===== config.mk =====
export PLATFORM = sky130hd
export DESIGN_NAME = eth_frame_deformer_flat
export DESIGN_NICKNAME = d
export VERILOG_FILES = /design/src/rtl/eth_frame_deformer_if.sv /design/src/rtl/eth_frame_deformer.sv /design/src/flat_wrapper.sv
export SDC_FILE = /design/constraint.sdc
export NUM_CORES = 1
export LEC_CHECK = 0
export ABC_AREA = 1
export CAP_MARGIN = 30
export CORE_MARGIN = 2
export CORE_UTILIZATION = 49
export DETAILED_ROUTE_END_ITERATION = 7
export HOLD_SLACK_MARGIN = 0.1
export PLACE_DENSITY = 0.88
export SLEW_MARGIN = 20
export SYNTH_ARGS = -nofsm -noshare
export SYNTH_HDL_FRONTEND = slang
export SYNTH_SLANG_ARGS = --single-unit

===== constraint.sdc =====
create_clock -name ACLK -period 8.6 [get_ports ACLK]
set_input_delay 1.72 -clock ACLK [delete_from_list [all_inputs] [get_ports ACLK]]
set_output_delay 1.72 -clock ACLK [all_outputs]
set_load 0.03 [all_outputs]

===== src/rtl/eth_frame_deformer_if.sv =====
// AXI-Stream bundle shared by the RX input and the payload output of the deformer.
// Only the master side carries tuser (the length-error flag).
interface eth_frame_deformer_if #(
  parameter int DATA_WIDTH = 64
);
  localparam int KEEP_WIDTH = DATA_WIDTH / 8;

  logic [DATA_WIDTH-1:0] tdata;
  logic [KEEP_WIDTH-1:0] tkeep;
  logic                  tvalid;
  logic                  tlast;
  logic                  tready;
  logic                  tuser;

  modport master (output tdata, output tkeep, output tvalid, output tlast, output tuser,
                  input  tready);
  modport slave  (input  tdata, input  tkeep, input  tvalid, input  tlast,
                  output tready);
endinterface


===== src/rtl/eth_frame_deformer.sv =====
// Strips the 16-byte link header from 64-bit RX frames, validates it against the
// configured addresses, forwards the payload and keeps saturating status counters.
module eth_frame_deformer #(
  parameter int DATA_WIDTH       = 64,
  parameter bit ACCEPT_BROADCAST = 1'b1,
  parameter int CNT_WIDTH        = 16
) (
  input  logic                 ACLK,
  input  logic                 ARESET,
  eth_frame_deformer_if.slave  S_AXIS,
  eth_frame_deformer_if.master M_AXIS,
  input  logic [47:0]          Local_Address,
  input  logic [15:0]          Link_Type,
  input  logic [15:0]          SyncWord,
  input  logic [13:0]          Packet_Size,
  output logic [CNT_WIDTH-1:0] Frames_Ok,
  output logic [CNT_WIDTH-1:0] Frames_Dropped,
  output logic [CNT_WIDTH-1:0] Len_Errors,
  output logic [1:0]           DeformState
);

  typedef enum logic [1:0] {
    ST_HDR0    = 2'd0,
    ST_HDR1    = 2'd1,
    ST_PAYLOAD = 2'd2,
    ST_DROP    = 2'd3
  } state_t;

  state_t                state_q, state_d;
  logic                  dest_ok_q, dest_ok_d;
  logic [14:0]           byte_cnt_q, byte_cnt_d;
  logic [DATA_WIDTH-1:0] m_data_q, m_data_d;
  logic [7:0]            m_keep_q, m_keep_d;
  logic                  m_valid_q, m_valid_d;
  logic                  m_last_q, m_last_d;
  logic                  m_user_q, m_user_d;
  logic [CNT_WIDTH-1:0]  cnt_ok_q, cnt_ok_d;
  logic [CNT_WIDTH-1:0]  cnt_drop_q, cnt_drop_d;
  logic [CNT_WIDTH-1:0]  cnt_len_q, cnt_len_d;

  logic                  s_ready_s;
  logic                  s_hs_s;
  logic [47:0]           rx_dest_s;
  logic [15:0]           rx_link_s;
  logic [15:0]           rx_sync_s;
  logic                  dest_match_s;
  logic                  keep_full_s;
  logic                  hdr_ok_s;
  logic [3:0]            beat_bytes_s;
  logic [14:0]           len_sum_s;
  logic                  len_err_s;

  function automatic logic [3:0] popcount8(input logic [7:0] k);
    logic [3:0] c;
    c = 4'd0;
    for (int i = 0; i < 8; i++) begin
      c = c + {3'd0, k[i]};
    end
    return c;
  endfunction

  function automatic logic [14:0] sat_add15(input logic [14:0] base, input logic [3:0] inc);
    logic [15:0] sum;
    sum = {1'b0, base} + {12'd0, inc};
    return sum[15] ? 15'h7FFF : sum[14:0];
  endfunction

  function automatic logic [CNT_WIDTH-1:0] sat_inc(input logic [CNT_WIDTH-1:0] c);
    return (&c) ? c : c + {{(CNT_WIDTH-1){1'b0}}, 1'b1};
  endfunction

  // Header field extraction: first byte on the wire is the most significant.
  always_comb begin
    rx_dest_s    = {S_AXIS.tdata[7:0],   S_AXIS.tdata[15:8],  S_AXIS.tdata[23:16],
                    S_AXIS.tdata[31:24], S_AXIS.tdata[39:32], S_AXIS.tdata[47:40]};
    rx_link_s    = {S_AXIS.tdata[39:32], S_AXIS.tdata[47:40]};
    rx_sync_s    = {S_AXIS.tdata[55:48], S_AXIS.tdata[63:56]};
    keep_full_s  = (S_AXIS.tkeep == 8'hFF);
    dest_match_s = (rx_dest_s == Local_Address) ||
                   (ACCEPT_BROADCAST && (rx_dest_s == 48'hFFFF_FFFF_FFFF));
    hdr_ok_s     = dest_ok_q && keep_full_s &&
                   (rx_link_s == Link_Type) && (rx_sync_s == SyncWord);
    beat_bytes_s = popcount8(S_AXIS.tkeep);
    len_sum_s    = sat_add15(byte_cnt_q, beat_bytes_s);
    len_err_s    = (len_sum_s != {1'b0, Packet_Size});
  end

  // Next-state, output register and counter update logic.
  always_comb begin
    state_d    = state_q;
    dest_ok_d  = dest_ok_q;
    byte_cnt_d = byte_cnt_q;
    m_data_d   = m_data_q;
    m_keep_d   = m_keep_q;
    m_valid_d  = m_valid_q;
    m_last_d   = m_last_q;
    m_user_d   = m_user_q;
    cnt_ok_d   = cnt_ok_q;
    cnt_drop_d = cnt_drop_q;
    cnt_len_d  = cnt_len_q;

    // Header and drop states never back-pressure, even with the output register full.
    if (ARESET) begin
      s_ready_s = 1'b0;
    end else if (state_q == ST_PAYLOAD) begin
      s_ready_s = !m_valid_q || M_AXIS.tready;
    end else begin
      s_ready_s = 1'b1;
    end
    s_hs_s = S_AXIS.tvalid && s_ready_s;

    if (m_valid_q && M_AXIS.tready) begin
      m_valid_d = 1'b0;
    end else begin
      m_valid_d = m_valid_q;
    end

    case (state_q)
      ST_HDR0: begin
        if (s_hs_s) begin
          dest_ok_d = dest_match_s && keep_full_s;
          if (S_AXIS.tlast) begin
            cnt_drop_d = sat_inc(cnt_drop_q);
          end else begin
            state_d = ST_HDR1;
          end
        end else begin
          state_d = ST_HDR0;
        end
      end
      ST_HDR1: begin
        if (s_hs_s) begin
          if (S_AXIS.tlast) begin
            cnt_drop_d = sat_inc(cnt_drop_q);
            state_d    = ST_HDR0;
          end else if (hdr_ok_s) begin
            byte_cnt_d = 15'd0;
            state_d    = ST_PAYLOAD;
          end else begin
            state_d = ST_DROP;
          end
        end else begin
          state_d = ST_HDR1;
        end
      end
      ST_PAYLOAD: begin
        if (s_hs_s) begin
          m_data_d   = S_AXIS.tdata;
          m_keep_d   = S_AXIS.tkeep;
          m_last_d   = S_AXIS.tlast;
          m_valid_d  = 1'b1;
          byte_cnt_d = len_sum_s;
          if (S_AXIS.tlast) begin
            m_user_d = len_err_s;
            cnt_ok_d = sat_inc(cnt_ok_q);
            if (len_err_s) begin
              cnt_len_d = sat_inc(cnt_len_q);
            end else begin
              cnt_len_d = cnt_len_q;
            end
            state_d = ST_HDR0;
          end else begin
            m_user_d = 1'b0;
          end
        end else begin
          state_d = ST_PAYLOAD;
        end
      end
      ST_DROP: begin
        if (s_hs_s && S_AXIS.tlast) begin
          cnt_drop_d = sat_inc(cnt_drop_q);
          state_d    = ST_HDR0;
        end else begin
          state_d = ST_DROP;
        end
      end
      default: begin
        state_d = ST_HDR0;
      end
    endcase
  end

  // State, output register and counter flops with synchronous reset.
  always_ff @(posedge ACLK) begin
    if (ARESET) begin
      state_q    <= ST_HDR0;
      dest_ok_q  <= 1'b0;
      byte_cnt_q <= 15'd0;
      m_data_q   <= {DATA_WIDTH{1'b0}};
      m_keep_q   <= 8'h00;
      m_valid_q  <= 1'b0;
      m_last_q   <= 1'b0;
      m_user_q   <= 1'b0;
      cnt_ok_q   <= {CNT_WIDTH{1'b0}};
      cnt_drop_q <= {CNT_WIDTH{1'b0}};
      cnt_len_q  <= {CNT_WIDTH{1'b0}};
    end else begin
      state_q    <= state_d;
      dest_ok_q  <= dest_ok_d;
      byte_cnt_q <= byte_cnt_d;
      m_data_q   <= m_data_d;
      m_keep_q   <= m_keep_d;
      m_valid_q  <= m_valid_d;
      m_last_q   <= m_last_d;
      m_user_q   <= m_user_d;
      cnt_ok_q   <= cnt_ok_d;
      cnt_drop_q <= cnt_drop_d;
      cnt_len_q  <= cnt_len_d;
    end
  end

  assign S_AXIS.tready  = s_ready_s;
  assign M_AXIS.tdata   = m_data_q;
  assign M_AXIS.tkeep   = m_keep_q;
  assign M_AXIS.tvalid  = m_valid_q;
  assign M_AXIS.tlast   = m_last_q;
  assign M_AXIS.tuser   = m_user_q;
  assign Frames_Ok      = cnt_ok_q;
  assign Frames_Dropped = cnt_drop_q;
  assign Len_Errors     = cnt_len_q;
  assign DeformState    = state_q;

endmodule


===== src/flat_wrapper.sv =====
// flat-port wrapper written by rule: the top's interface ports become plain ports
module eth_frame_deformer_flat 
#(
  parameter int DATA_WIDTH       = 64,
  parameter bit ACCEPT_BROADCAST = 1'b1,
  parameter int CNT_WIDTH        = 16
)
  (ACLK, ARESET, Local_Address, Link_Type, SyncWord, Packet_Size, Frames_Ok, Frames_Dropped, Len_Errors, DeformState, S_AXIS_tdata, S_AXIS_tkeep, S_AXIS_tvalid, S_AXIS_tlast, S_AXIS_tready, M_AXIS_tdata, M_AXIS_tkeep, M_AXIS_tvalid, M_AXIS_tlast, M_AXIS_tuser, M_AXIS_tready);
  eth_frame_deformer_if #(.DATA_WIDTH(DATA_WIDTH)) S_AXIS_i ();
  eth_frame_deformer_if #(.DATA_WIDTH(DATA_WIDTH)) M_AXIS_i ();
  input  logic ACLK;
  input  logic ARESET;
  input  logic [47:0] Local_Address;
  input  logic [15:0] Link_Type;
  input  logic [15:0] SyncWord;
  input  logic [13:0] Packet_Size;
  output logic [CNT_WIDTH-1:0] Frames_Ok;
  output logic [CNT_WIDTH-1:0] Frames_Dropped;
  output logic [CNT_WIDTH-1:0] Len_Errors;
  output logic [1:0] DeformState;
  input wire logic [$bits(S_AXIS_i.tdata)-1:0] S_AXIS_tdata;
  input wire logic [$bits(S_AXIS_i.tkeep)-1:0] S_AXIS_tkeep;
  input wire logic [$bits(S_AXIS_i.tvalid)-1:0] S_AXIS_tvalid;
  input wire logic [$bits(S_AXIS_i.tlast)-1:0] S_AXIS_tlast;
  output wire logic [$bits(S_AXIS_i.tready)-1:0] S_AXIS_tready;
  output wire logic [$bits(M_AXIS_i.tdata)-1:0] M_AXIS_tdata;
  output wire logic [$bits(M_AXIS_i.tkeep)-1:0] M_AXIS_tkeep;
  output wire logic [$bits(M_AXIS_i.tvalid)-1:0] M_AXIS_tvalid;
  output wire logic [$bits(M_AXIS_i.tlast)-1:0] M_AXIS_tlast;
  output wire logic [$bits(M_AXIS_i.tuser)-1:0] M_AXIS_tuser;
  input wire logic [$bits(M_AXIS_i.tready)-1:0] M_AXIS_tready;
  assign S_AXIS_i.tdata = S_AXIS_tdata;
  assign S_AXIS_i.tkeep = S_AXIS_tkeep;
  assign S_AXIS_i.tvalid = S_AXIS_tvalid;
  assign S_AXIS_i.tlast = S_AXIS_tlast;
  assign S_AXIS_tready = S_AXIS_i.tready;
  assign M_AXIS_tdata = M_AXIS_i.tdata;
  assign M_AXIS_tkeep = M_AXIS_i.tkeep;
  assign M_AXIS_tvalid = M_AXIS_i.tvalid;
  assign M_AXIS_tlast = M_AXIS_i.tlast;
  assign M_AXIS_tuser = M_AXIS_i.tuser;
  assign M_AXIS_i.tready = M_AXIS_tready;
  eth_frame_deformer #(.DATA_WIDTH(DATA_WIDTH), .ACCEPT_BROADCAST(ACCEPT_BROADCAST), .CNT_WIDTH(CNT_WIDTH)) u_core (.ACLK(ACLK), .ARESET(ARESET), .S_AXIS(S_AXIS_i), .M_AXIS(M_AXIS_i), .Local_Address(Local_Address), .Link_Type(Link_Type), .SyncWord(SyncWord), .Packet_Size(Packet_Size), .Frames_Ok(Frames_Ok), .Frames_Dropped(Frames_Dropped), .Len_Errors(Len_Errors), .DeformState(DeformState));
endmodule

# Word level (Yosys, flattened, before mapping)
# Index checks and enable logic that the tools add are counted.
dict set report classes {
  addsub 11
  eq_ne 18
  muxes 26
  n_bitwise 2
  n_reduce_logical 24
}
# operator n
set ops {}
lappend ops {{$mux 15} 5}
lappend ops {{$mux 16} 4}
lappend ops {{$add 16x1->16 const B} 3}
lappend ops {{$eq 48x48->1} 1}
lappend ops {{$eq 48x48->1 const B} 1}
lappend ops {{$reduce_and 16->1} 3}
lappend ops {{$eq 16x16->1} 2}
lappend ops {{$pmux 16 s2} 1}
lappend ops {{$pmux 15 s2} 1}
lappend ops {{$add 4x1->4} 6}
lappend ops {{$add 15x4->16} 1}
lappend ops {{$ne 15x14->1} 1}
lappend ops {{$mux 2} 7}
lappend ops {{$ne 2x1->1 const B} 6}
lappend ops {{$reduce_and 5->1} 2}
lappend ops {{$eq 8x8->1 const B} 1}
lappend ops {{$pmux 2 s4} 1}
lappend ops {{$reduce_and 4->1} 2}
lappend ops {{$logic_and 1x1->1} 7}
lappend ops {{$mux 1} 7}
lappend ops {{$ne 3x3->1 const B} 2}
lappend ops {{$reduce_and 2->1} 3}
lappend ops {{$eq 2x2->1 const B} 2}
lappend ops {{$reduce_bool 2->1} 2}
lappend ops {{8 further kinds} 10}
dict set report word_totals {
  register_bits 141
  wordCells 92
}

# Depth between registers and ports, before layout
dict set report logic_depth {
  depth_word 11
  mapped_depth 27
  mapped_depth_nobuf 27
}

# Worst setup path after synthesis
# Ideal clock, no wire load.
dict set report synth_path {
  path_kind {input port to flip-flop}
  start {input port S_AXIS_tkeep[0]}
  end {register u_core.cnt_len_q[13], in the netlist u_core.Len_Errors[13]}
  setup_ns 0.070
  t_arrival_ns 5.658
  slack_ns 2.872
  path_stages 23
  n_path_buf 2
  cell_sequence {ha_1 inv_1 fa_1 fa_1 fa_1 fa_1 xnor2_1 ha_1 inv_1 nand2_1 nand3_2 nand2_2 nand2_4 buf_6 nand2_1 xnor2_1 o21ai_0 nor2_1 nand3_4 nand2_4 buf_12 nand2_2 a21oi_2}
}
dict set report synth_between {
  elab_chain_len 11
}
# element line
set synth_lines {}
lappend synth_lines {{from (decl)} flat_wrapper.sv:22} ;# input wire logic [$bits(S_AXIS_i.tkeep)-1:0] S_AXIS_tkeep;
lappend synth_lines {{$add 1x1->2} eth_frame_deformer.sv:57} ;# c = c + {3'd0, k[i]};
lappend synth_lines {{$add 4x1->4 (6 in a row)} eth_frame_deformer.sv:57}
lappend synth_lines {{$add 15x4->16} eth_frame_deformer.sv:64} ;# sum = {1'b0, base} + {12'd0, inc};
lappend synth_lines {{$mux 15} eth_frame_deformer.sv:65} ;# return sum[15] ? 15'h7FFF : sum[14:0];
lappend synth_lines {{$ne 15x14->1} eth_frame_deformer.sv:85} ;# len_err_s = (len_sum_s != {1'b0, Packet_Size});
lappend synth_lines {{$reduce_and 5->1 (no line)} n/a}
lappend synth_lines {{to (signal assigned)} eth_frame_deformer.sv:196} ;# cnt_len_q <= {CNT_WIDTH{1'b0}};
lappend synth_lines {{to (signal assigned)} eth_frame_deformer.sv:208} ;# cnt_len_q <= cnt_len_d;
lappend synth_lines {{to (decl)} eth_frame_deformer.sv:39} ;# logic [CNT_WIDTH-1:0] cnt_len_q, cnt_len_d;
# No other way between the ends.
# A chain may end at the register's enable or synchronous reset.

# Final worst setup path
dict set report layout_path {
  start {input port S_AXIS_tkeep[0]}
  end {register u_core.cnt_len_q[1], in the netlist u_core.Len_Errors[1]}
}
# The elaborated chain is that of the path after synthesis.

==> implementation parameters <==
Parameter                              Value

Clock tree
  Setup bufs post-CTS    0
  Total clock buffers created by CTS    17
  Root Driver    clkbuf_16
  Insertion delay of the later-clocked pin in the worst-skew pair    0.44 ns
  Clock sink total    141
  CTS tree    yes
  Htree depth    4
  Number of cells upsized or downsized after cts    0
  Count of hold-fix buffers inserted at cts    0
  Clock-pin slew on the worst setup and hold paths    0.07 ns
  CTS max path bufs    2

Synthesis
  Leading register cell type out of synthesis    dfxtp_1
  Cell types with the largest area share after synthesis    dfxtp_1 35%, nand2_1 14%, a21oi_1 6.8%
  Synthesized netlist cell count    1154
  Share of synthesized flip-flops with an asynchronous set or reset    0%
  Cell Area, Synth    8005 µm²
  Post-synthesis sequential element count    141
  Share of the synthesized area in the top cell type    35.26%
  Net count after synthesis    1340
  Sequential fraction of the synthesis area    35.26%
  Leading area contributor after synthesis    dfxtp_1
  Unique cell type count in the Yosys netlist    48
  Count of warnings emitted by yosys    0
  Post-Synthesis Mean Instance Area    6.937 µm²
  Count of flip-flops with a built-in enable after synthesis    0

Worst setup path
  Worst R2R End    u_core.M_AXIS.tkeep[0]
  Worst Path Arrival    6.75 ns
  Slowest CP cell    fa_1
  Worst setup SP type    primary input
  CP startpoint    S_AXIS_tkeep[0]
  Critical Path Fanout Max    24
  Number of buffers and inverters on the critical path    4
  CP delay by family, top    adder cells
  Element type at the critical path end    flip-flop
  Number of cells on the worst reg-to-reg path    9
  Data required time at the worst endpoint    8.93 ns
  R2R Path Start    u_core.DeformState[0]
  R2R setup slack    5.57 ns
  Crit-path max cell delay    0.50 ns
  Setup CP Type    primary input to flip-flop

Placement
  Placed cell count    1631
  Number of port buffers    296
  Weighted congestion at the end of routability-driven global placement    0.9915
  Detailed placer's ending HPWL    21.88 mm

Floorplan
  Number of top-level pins    297
  Initial Util    50.21%
  Die Area    17380 µm²
  Placeable core region    15940 µm²
  Number of core rows    46
  Die height    131.8 µm
  Horizontal die dimension    131.8 µm

Power
  Maximum vdd ir drop    0.1418 mV
  Fraction of power consumed by sequential logic    39.4%
  Internal power component    1.242 mW
  Static Leakage    4.387 nW
  Total power draw    1.674 mW
  Power density over the cells    142.6 nW/µm²
  Part of the total power dissipated in the clock network    46.3%
  Switching pwr    0.4319 mW
  Combinational power share    14.4%
  Proportion of total power due to net switching    25.81%

Timing
  Slew Limit Headroom    45.67%
  Slew at the pin closest to its max-slew limit    0.8127 ns
  Accumulated negative setup slack    0 ns
  Worst clock skew    0.01682 ns
  Fin crit share    74.67%
  Max Clock Freq    0.1557 GHz
  Unrepaired setup endpoints after global routing    false
  Total count of hold-check failures in the final report    0
  Final setup violation count    0
  Post-route minimum period    6.422 ns
  Max-slew violation count    0

Final layout
  Number of standard cells in the layout, taps in and fillers out    1665
  # nets final    1621
  Synth-to-layout area growth    46.64%
  Ratio of cells with drive above 1 in the final layout    6.285%
  Commonest cells after routing, fill and taps aside    295 x nand2_1, 295 x clkdlybuf4s50_1, 141 x dfxtp_1, 118 x inv_1, 108 x a21oi_1

Status
  Status    finished clean

Drt
  Number of design-rule violations left by the first detailed-router iteration    776
  Post-route ant nets    0
  Average detailed-routed wire length per instance    17.36 µm
  Post-DR vias/cell    5.438
  Number of vias in the routed layout    9055
  DRC violations left    0
  Final routed wirelength across all metal layers    28.91 mm
  Number of search-and-repair iterations in the first detailed-routing pass    7

GRT
  Most used routing layer in global routing    met2
  Initial antenna violation count    1
  Met2 routing resource usage after global routing    57.16%
  First-pass GRT wire length    44.55 mm
  Met1 routing resource usage after global routing    36.93%
  Total Routing Usage GR    32.32%
  Via count of the first global-routing pass    8561
  Pin count of the biggest net entering global routing    86
  Sum of overflow across all layers after global routing    0
  Met3 GRT Util    8.074%

Min path
  Number of instances on the worst hold path    2
  Hold endpoint    u_core.M_AXIS.tdata[51]
  Path type of the worst min-delay path    flip-flop to flip-flop
  Hold wc startpoint    u_core.M_AXIS.tdata[51]

Flow run
  Maximum Capacitance Violations    0
logic make-up (layout without fill, tap and decap cells):
group,after synthesis,after routing,synth area share (%)
AO/OA/AOI/OAI,192,192,13.33
AND/OR/NAND/NOR,569,569,32.34
XOR/XNOR,74,74,8.096
flip-flops,141,141,35.26
buffers and inverters,163,457,8.159
other,0,1,0
adder cells (fa/ha/maj),15,15,2.813
state kept, by name, indices dropped and copies added (netlist names):
register and cells:
u_core.M_AXIS.tlast 1, u_core.M_AXIS.tuser 1, u_core.byte_cnt_q 15, u_core.M_AXIS.tdata 64
u_core.M_AXIS.tvalid 1, u_core.Frames_Dropped 16, u_core.dest_ok_q 1, u_core.DeformState 2
u_core.Len_Errors 16, u_core.Frames_Ok 16, u_core.M_AXIS.tkeep 8
Yosys cell counts (5+ instances only):
cell and n:
nor4_1 14, clkbuf_1 29, nor2_1 78, inv_1 119
nand4_1 42, o21ai_0 47, a21oi_1 108, fa_1 5
nand2_1 295, xor2_1 21, nor3b_1 5, xnor2_1 53
a21oi_2 11, a211oi_1 6, nand3_1 76, buf_2 8
nor3_1 14, o22ai_1 5, nand2_2 16, ha_1 10
dfxtp_1 141, nor2_2 6
how the worst max path moves through the flow:
| stage | endpoint | slack (ns) | cells after the start |
|---|---|---|---|
| floorplan | u_core.Len_Errors[13] | 2.87 | 23 |
| global placement | u_core.Len_Errors[1] | 1.94 | 24 |
| detailed placement | u_core.Len_Errors[1] | 1.78 | 25 |
| CTS | u_core.Len_Errors[1] | 2.23 | 25 |
| global route | u_core.Len_Errors[1] | 1.89 | 25 |
| finish | u_core.Len_Errors[1] | 2.18 | 25 |
per-stage QoR:
step | utilization (%) | hold slack (ns) | area (µm²) | setup slack [ns]
after floorplan | - | 0.4581 | 8005 | 2.872
after global placement | 69.46 | 0.4512 | 11070 | 1.938
after detailed placement | 69.59 | 0.4546 | 11090 | 1.780
after CTS | 73.44 | 0.4639 | 11710 | 2.233
after global routing | 73.63 | 0.4809 | 11740 | 1.887
final | 73.63 | 0.4618 | 11740 | 2.178
layer usage:
metal | vias to the layer above | wire, µm | part of all wire [%]
met4 | 0 | 1136 | 3.9
met3 | 64 | 2303 | 8.0
li1 | 4364 | - | -
met1 | 4202 | 11190 | 39
met5 | - | 0 | 0
met2 | 425 | 14270 | 49
power groups by stage:
stage / clock [mW] / sequential [mW] / combinational [mW]
global placement: 0 / 0.673 / 0.231
finish: 0.774 / 0.659 / 0.241
detailed placement: 0 / 0.673 / 0.236
CTS: 0.779 / 0.658 / 0.237
floorplan: 0 / 0.677 / 0.102
global route: 0.811 / 0.659 / 0.260
tightest hold or removal path: cells and delay by family, from the launching register on:
kind	cells	cell delay (ns)
AOI/OAI and AO/OA	1	0.05
DFF	1	0.31
and+or+nand+nor	1	0.06
area by class of cell:
type	count	area [µm²]
multi-input combinational	850	4529
fill	1232	4204
timing repair buffer	302	3038
sequential	141	2823
inverter	123	461.7
clock buffer	18	429.2
tap	216	270.3
clock inverter	14	185.2
antenna	1	2.502
No activity file was read; power rests on OpenSTA's default activity.
